## config.mk

```make
export PLATFORM = sky130hd
export DESIGN_NAME = fetch_controller
export DESIGN_NICKNAME = d
export VERILOG_FILES = /design/src/rtl/fetch_controller.sv
export SDC_FILE = /design/constraint.sdc
export NUM_CORES = 1
export LEC_CHECK = 0
export ABC_CLOCK_PERIOD_IN_PS = 1500
export BUFFER_PORTS_ARGS = -buffer_cell sky130_fd_sc_hd__buf_2
export CAP_MARGIN = 10
export CORE_ASPECT_RATIO = 1.75
export CORE_MARGIN = 2
export CORE_UTILIZATION = 44
export CTS_BUF_LIST = sky130_fd_sc_hd__clkbuf_8 sky130_fd_sc_hd__clkbuf_16
export CTS_CLUSTER_DIAMETER = 40
export DETAILED_ROUTE_END_ITERATION = 16
export HOLD_SLACK_MARGIN = 0.05
export PLACE_DENSITY_LB_ADDON = 0.15
export SETUP_SLACK_MARGIN = 0.02
export SLEW_MARGIN = 20
export SYNTH_ARGS = -nofsm -noshare
export SYNTH_HDL_FRONTEND = slang
export SYNTH_SLANG_ARGS = --single-unit
export TNS_END_PERCENT = 10
```

## constraint.sdc

```tcl
create_clock -name clk -period 1.5 [get_ports clk]
set_input_delay 0.3 -clock clk [delete_from_list [all_inputs] [get_ports clk]]
set_output_delay 0.3 -clock clk [all_outputs]
set_load 0.005 [all_outputs]
```

## src/rtl/fetch_controller.sv

```systemverilog
// Instruction fetch controller: walks a program ROM from pc, presents each
// word to the processor with a valid/ready handshake, redirects or halts.
//
// Ports:
//   clk, rst          clock, synchronous active-high reset
//   run               start request, sampled only while idle
//   rom_en/rom_addr   ROM read strobe and address (address is pc)
//   rom_data          ROM read data, one cycle after rom_en
//   instr/instr_valid instruction to the processor and its valid flag
//   instr_ready       processor accepts instr this cycle
//   branch_req/target redirect taken only in a transfer cycle
//   pc                current program counter
//   halt              halted after a HALT_OP instruction was accepted
//   instr_count       accepted instructions, saturating
module fetch_controller #(
  parameter int          ADDR_W  = 8,
  parameter int          DATA_W  = 16,
  parameter logic [3:0]  HALT_OP = 4'hF
) (
  input  logic              clk,
  input  logic              rst,
  input  logic              run,
  output logic              rom_en,
  output logic [ADDR_W-1:0] rom_addr,
  input  logic [DATA_W-1:0] rom_data,
  output logic [DATA_W-1:0] instr,
  output logic              instr_valid,
  input  logic              instr_ready,
  input  logic              branch_req,
  input  logic [ADDR_W-1:0] branch_target,
  output logic [ADDR_W-1:0] pc,
  output logic              halt,
  output logic [15:0]       instr_count
);

  typedef enum logic [2:0] {
    S_IDLE,
    S_FETCH,
    S_WAIT,
    S_PRESENT,
    S_HALTED
  } state_t;

  state_t              state, state_n;
  logic [ADDR_W-1:0]   pc_n;
  logic [DATA_W-1:0]   instr_n;
  logic [15:0]         cnt_n;
  logic                xfer;
  logic                is_halt;

  assign xfer    = (state == S_PRESENT) && instr_ready;
  assign is_halt = (instr[DATA_W-1 -: 4] == HALT_OP);

  // Strobes are pure functions of the state, so they are low in
  // every cycle that follows a reset edge.
  assign rom_en      = (state == S_FETCH);
  assign rom_addr    = pc;
  assign instr_valid = (state == S_PRESENT);
  assign halt        = (state == S_HALTED);

  always_ff @(posedge clk) begin
    if (rst) begin
      state       <= S_IDLE;
      pc          <= '0;
      instr       <= '0;
      instr_count <= '0;
    end else begin
      state       <= state_n;
      pc          <= pc_n;
      instr       <= instr_n;
      instr_count <= cnt_n;
    end
  end

  always_comb begin
    state_n = state;
    pc_n    = pc;
    instr_n = instr;
    cnt_n   = instr_count;
    unique case (state)
      S_IDLE: begin
        if (run) state_n = S_FETCH;
      end
      S_FETCH: begin
        state_n = S_WAIT;
      end
      S_WAIT: begin
        instr_n = rom_data;
        state_n = S_PRESENT;
      end
      S_PRESENT: begin
        if (xfer) begin
          if (instr_count != 16'hFFFF)
            cnt_n = instr_count + 16'd1;
          if (is_halt) begin
            state_n = S_HALTED;
          end else begin
            // pc+1 wraps naturally at ADDR_W bits
            pc_n    = branch_req ? branch_target
                                 : pc + ADDR_W'(1);
            state_n = S_FETCH;
          end
        end
      end
      S_HALTED: begin
        state_n = S_HALTED;
      end
      default: begin
        state_n = S_IDLE;
      end
    endcase
  end

endmodule

```

==> reports/summary.txt, run 1 <==
================================================================================
Status ............................................................ finished, violations left
Failing checks .................................................... negative setup slack
I/O pin count .....................................................           80
Worst EP required .................................................      1.69 ns
TritonCTS clock tree ..............................................         done
Total via count in the routed design ..............................         2241
Setup crit start kind .............................................     register
Final net count ...................................................          401
Max-cap violations ................................................            0
Reg clk slew, reported paths ......................................      0.08 ns
Layout Area Growth over Synthesis .................................        41.1%
Synthesized Nets ..................................................          293
Share of the cycle needed by the critical path after routing ......         1.03
Critical Path AT ..................................................      1.74 ns
Number of synthesized flops with an enable pin ....................            0
Fraction of layout cells with a size suffix above 1 ...............        0.458
Worst IR drop on VDD ..............................................     0.727 mV
Proportion of synthesized area in mux cells .......................       0.0463
Final Cell Area ...................................................     3010 um2
Routability-driven placement congestion ratio .....................        0.838
Tot GR Track Use ..................................................        0.205
Count of warnings emitted by yosys ................................            0
Post-Syn Area per Cell ............................................     8.15 um2
Combinational family with the most area after synthesis ........... simple AND/OR/NAND/NOR gates
CP Class ..........................................................      reg2reg
Slack of the worst reg-to-reg path ................................     -0.05 ns
Clock latency reported for the late side of the worst-skew pair ...      0.30 ns
Post-synth top cells .............................................. nand2_1 (56), dfxtp_1 (43), a21oi_1 (30)
Total clock buffers created by CTS ................................            5
Worst setup EP type ...............................................     register
Unrepaired setup endpoints after global routing ...................          yes
Via count of the first global-routing pass ........................         2058
Total of flip-flops plus latches after synthesis ..................           43
Worst setup slack after layout ....................................   -0.0469 ns
Hold Fails Final Rpt ..............................................            0
Crit path capture ................................................. instr_count[14]
Placement row count ...............................................           33
Final sum of negative setup slack .................................    -0.231 ns
Die Outline Area ..................................................     5450 um2
Critical path startpoint .......................................... instr_count[4]
Transition time at the pin with the least slew margin .............     0.525 ns
Most used flip-flop cell after synthesis ..........................      dfxtp_1
Post-synth ARST share .............................................            0
Core occupancy in the finished layout .............................        0.646
CP max FO .........................................................            8
Sum of overflow across all layers after global routing ............            0
Y dimension of the die ............................................      96.2 um
Reg-to-reg startpoint ............................................. instr_count[4]
Clock Sinks .......................................................           43
Routed wirelength normalized by instance count ....................      13.3 um
Post-layout min period ............................................      1.55 ns
Pre-antenna DRT Iters .............................................            4
Unique cell type count in the Yosys netlist .......................           45
Fmax ..............................................................    0.646 GHz
Destination of the worst register-to-register timing path ......... instr_count[14]
Top post-synthesis cells by area .................................. dfxtp_1 (40%), nand2_1 (9.8%), a21oi_1 (7.0%), nor2_1 (3.9%), buf_4 (2.8%)
Post-detail-place hpwl ............................................      4.21 mm
Count leader, synth ...............................................      nand2_1
Hold Crit Start ................................................... rom_data[11]
IO Port Bufs ......................................................           79
Share of Yosys cell area claimed by the top area cell type ........        0.403
Reported leakage power ............................................      1.38 nW
Chip width ........................................................      56.7 um
Cell taking the most area after synthesis .........................      dfxtp_1
Final total power .................................................      2.20 mW
Class of the tightest hold or removal check .......................       in2reg
H-tree levels .....................................................            2
Clk_skew ..........................................................   0.00488 ns
Maximum number of pins on one net before global-route repair ......           22
Number of DRC markers in iteration 0 ..............................           72
Number of instances in the synthesized netlist ....................          262
Clock root buffer .................................................     clkbuf_8
Via count normalized by instance count ............................         5.30
Non-filler cells in the finished layout ...........................          423
Global-route wire length before repair ............................      8.91 mm
Number of setup buffers added after CTS ...........................            0
Final setup violation count .......................................            8
Placed cell area ..................................................     2860 um2
Maximum clock insertion buffer count ..............................            2
Minimum hold slack ................................................     0.231 ns
Sum of routed wire length over all layers .........................      5.64 mm
Xor and xnor area share after synthesis ...........................            0
Antenna diode instance count ......................................            0
Synth Area in Simple Gates ........................................        0.312
Starting density of the core ......................................        0.458
Sequential area share after synthesis .............................        0.403
Slew margin rel. ..................................................        0.649
Summed instance area of the synthesized netlist ...................     2140 um2
Post-Place Cells ..................................................          415
Adder-Cell Fraction of Synth Area .................................       0.0117
CTS Hold Bufs .....................................................            0
Number of antenna violations at the first check in global routing .            0
Residual DRC ......................................................            0
CORE AREA .........................................................     4670 um2
Antenna-violating nets left .......................................            0
Pwr per Cell Area .................................................   731 nW/um2
Pins Over Slew Limit ..............................................            0
DP Worst Slack ....................................................    -0.159 ns
R2R cell count ....................................................            5
Compound-Gate Fraction of Synth Area ..............................        0.165
================================================================================
## sequential cells by signal (all words and copies together) (netlist names)
| signal | flops |
|---|---|
| pc | 8 |
| instr_count | 16 |
| instr | 16 |
| state | 3 |
## final cells by class
| class | instances | area, um2 |
|---|---|---|
| timing repair buffer | 121 | 714 |
| fill | 421 | 1650 |
| multi-input combinational | 196 | 1260 |
| clock inverter | 3 | 15.0 |
| inverter | 3 | 11.3 |
| tap | 52 | 65.1 |
| sequential | 43 | 875 |
| clock buffer | 5 | 68.8 |
## cells by family after synthesis
kind of cell / Yosys count
compound gates: 58
mux: 9
simple gates: 127
fa+ha+maj: 2
flops: 43
buf+inv: 23
## cells in the final DEF (no fill, tap or decap), types with 2 or more instances in the layout
cell type / Yosys / final
dfxtp_2: 0 / 8
mux2i_1: 2 / 2
clkinv_2: 0 / 3
nor3_1: 2 / 2
a21oi_2: 0 / 3
o31ai_1: 6 / 6
nor4_2: 0 / 3
nor4_1: 6 / 2
nand4_1: 5 / 5
a31oi_1: 3 / 3
o21ai_0: 7 / 5
buf_2: 0 / 79
nand2_1: 56 / 56
inv_1: 3 / 3
nor4_4: 1 / 2
nor2b_1: 6 / 6
a21oi_1: 30 / 27
mux2_2: 5 / 2
nand3_1: 6 / 5
dfxtp_1: 43 / 34
clkbuf_8: 0 / 5
nor2_1: 22 / 20
mux2_4: 0 / 3
buf_4: 8 / 41
o21ai_1: 0 / 2
nand3_4: 1 / 2
or4_1: 4 / 3
o41ai_1: 4 / 4
and3_1: 3 / 3
mux2_1: 2 / 2
nor2_2: 0 / 2
## power by group
part           switching, mW  internal, mW
combinational          0.149         0.125
sequential            0.0207          1.18
clock                  0.411         0.319
total                  0.581          1.62
## routing by layer
layer / global-route usage / vias up / wire [um]
li1: - / 1139 / -
met1: 0.222 / 1037 / 2280
met2: 0.391 / 59 / 3000
met3: 0.0403 / 6 / 285
met4: 0.0655 / 0 / 75
met5: 0 / - / 0
## worst max-delay path: stages (launching register included)
cell and delay [ns]:
dfxtp_2 0.37, and4_4 0.24, nand3_4 0.15, buf_4 0.20
o31a_1 0.29, o21a_1 0.19
## worst min path at each step
stage,slack [ns],to,depth (start not counted)
finish,0.23,instr[11],3
global route,0.23,instr[9],3
CTS,0.23,instr[11],3
detailed placement,0.45,instr[4],2
global placement,0.44,instr[6],2
floorplan,0.44,instr[0],2
## what timing repair did
item / in CTS / in global routing
setup endpoints to repair: 19 / 21
resized for setup: 8 / 12
pin swaps: 3 / 6
Note: power is estimated with default switching activity, not from simulation.
==> run 2, diff against run 1 <==
- ABC_CLOCK_PERIOD_IN_PS: 1500 -> 1800
- CAP_MARGIN: 10 -> 20
- CORE_UTILIZATION: 44 -> 50
- clock period: 1.5 -> 1.8 ns (I/O delays scaled with it)
==> reports/summary.txt, run 2 (synthesis results as in run 1) <==
=====================================================================================
Reg-to-reg startpoint .................................................. instr_count[6]
Number of antenna violations at the first check in global routing ......            0
Die Outline Area .......................................................     4830 um2
R2R cell count .........................................................            4
Fmax ...................................................................    0.586 GHz
Layout Area Growth over Synthesis ......................................        29.3%
CP max FO ..............................................................           10
CP Class ...............................................................      reg2reg
Class of the tightest hold or removal check ............................       in2reg
Residual DRC ...........................................................            0
Clock Sinks ............................................................           43
Unrepaired setup endpoints after global routing ........................          yes
Placement row count ....................................................           31
Setup crit start kind ..................................................     register
IO Port Bufs ...........................................................           79
Minimum hold slack .....................................................     0.294 ns
Y dimension of the die .................................................      90.5 um
Transition time at the pin with the least slew margin ..................     0.515 ns
Final Cell Area ........................................................     2760 um2
Final setup violation count ............................................            0
Destination of the worst register-to-register timing path .............. instr_count[11]
Antenna diode instance count ...........................................            0
Slack of the worst reg-to-reg path .....................................      0.09 ns
Cell breakdown of the critical path .................................... and4_1 -> nand3_2 -> nor4_1 -> mux2_2
Chip width .............................................................      53.4 um
Reg clk slew, reported paths ...........................................      0.08 ns
Cell type of the slowest stage on the worst timing path ................      dfxtp_1
Largest stage delay on the critical path ...............................      0.38 ns
Starting density of the core ...........................................        0.519
CORE AREA ..............................................................     4110 um2
Worst setup EP type ....................................................     register
Clk_skew ...............................................................   0.00527 ns
Post-layout min period .................................................      1.71 ns
Antenna-violating nets left ............................................            0
Largest registers in the final layout .................................. instr (16), instr_count (16), pc (8)
Max-cap violations .....................................................            0
Total clock buffers created by CTS .....................................            5
Final sum of negative setup slack ......................................         0 ns
Commonest cells after routing, fill and taps aside ..................... buf_2 (79), nand2_1 (56), dfxtp_1 (43)
Worst EP required ......................................................      1.98 ns
Number of DRC markers in iteration 0 ...................................           37
Via count of the first global-routing pass .............................         2020
Status ................................................................. finished clean
Clock root buffer ......................................................     clkbuf_8
Worst Hold Endpoint ....................................................     instr[8]
Global-route wire length before repair .................................      8.43 mm
Final net count ........................................................          381
CTS Hold Bufs ..........................................................            0
Maximum clock insertion buffer count ...................................            2
Tot GR Track Use .......................................................        0.223
Sum of overflow across all layers after global routing .................            0
Via count normalized by instance count .................................         5.48
Multi-input gate area in the final layout ..............................     1150 um2
Maximum number of pins on one net before global-route repair ...........           29
Critical Path AT .......................................................      1.89 ns
Total via count in the routed design ...................................         2191
Pwr per Cell Area ......................................................   721 nW/um2
Routed wirelength normalized by instance count .........................      12.9 um
Placed cell area .......................................................     2640 um2
Pre-antenna DRT Iters ..................................................            4
Slew margin rel. .......................................................        0.656
Fillers ................................................................          400
Fraction of layout cells with a size suffix above 1 ....................        0.350
Reported leakage power .................................................      1.27 nW
Sum of routed wire length over all layers ..............................      5.15 mm
Pins Over Slew Limit ...................................................            0
Share of the cycle needed by the critical path after routing ...........        0.947
Most frequent standard cell in the layout excluding fill and tap cells .        buf_2
Hold Crit Start ........................................................  rom_data[8]
Clock latency reported for the late side of the worst-skew pair ........      0.29 ns
I/O pin count ..........................................................           80
Critical path startpoint ............................................... instr_count[6]
H-tree levels ..........................................................            2
Routability-driven placement congestion ratio ..........................        0.794
Worst IR drop on VDD ...................................................     0.573 mV
Depth of the worst hold-timing path ....................................            3
Post-detail-place hpwl .................................................      3.87 mm
Reg area ...............................................................      861 um2
TritonCTS clock tree ...................................................         done
Hold Fails Final Rpt ...................................................            0
Final total power ......................................................      1.99 mW
=====================================================================================
run 2: changes by cell type in the layout (fill, tap and decap cells not counted), moves of 3 or more:
cell     before  now
buf_4        41   22
mux2_4        3    0
nor4_1        2    5
dfxtp_1      34   43
dfxtp_2       8    0
a21oi_2       3    0
a21oi_1      27   30
mux2_2        2    5
run 2: power by group:
part	switching [mW]	internal, mW	total [mW]
sequential	0.0180	0.981	0.999
clock	0.332	0.449	0.782
combinational	0.116	0.0955	0.211
total	0.466	1.53	1.99
run 2: area by class of cell:
class / count / area share
multi-input cells: 196 / 0.416
well taps: 49 / 0.0222
clock inverters: 2 / 0.0127
inverters: 3 / 0.00408
flip-flops and latches: 43 / 0.312
repair buffers: 101 / 0.203
clock buffers: 6 / 0.0299
run 2: worst max path at each step:
stage | to | cells past startpoint
final | instr_count[11] | 4
after global routing | instr_count[15] | 4
after CTS | instr_count[7] | 4
after detailed placement | instr_count[10] | 6
after global placement | instr_count[10] | 6
after floorplan | instr_count[13] | 6
run 2: critical path, delay by kind of cell (launching register included):
family           cells  cell delay (ns)
muxes                1             0.37
and+or+nand+nor      3             0.84
DFF                  1             0.38
run 2: per-stage QoR:
| stage | util | std cells | worst slack [ns] |
|---|---|---|---|
| after global placement | 0.642 | 392 | 0.105 |
| after CTS | 0.670 | 400 | 0.0968 |
| after floorplan | - | 262 | 0.205 |
| final | 0.672 | 400 | 0.0949 |
| after global routing | 0.672 | 400 | 0.00885 |
| after detailed placement | 0.642 | 392 | 0.0682 |
run 2: routing by layer:
layer	GRT usage	routed length (um)
met5	0	0
met4	0.0791	108
met3	0.0381	253
met2	0.401	2720
met1	0.246	2070
run 2: timing repair:
action                                  in CTS  in global routing
endpoints found under the setup margin       0                  2
resized for setup                            0                  1
buffers inserted                             0                  0
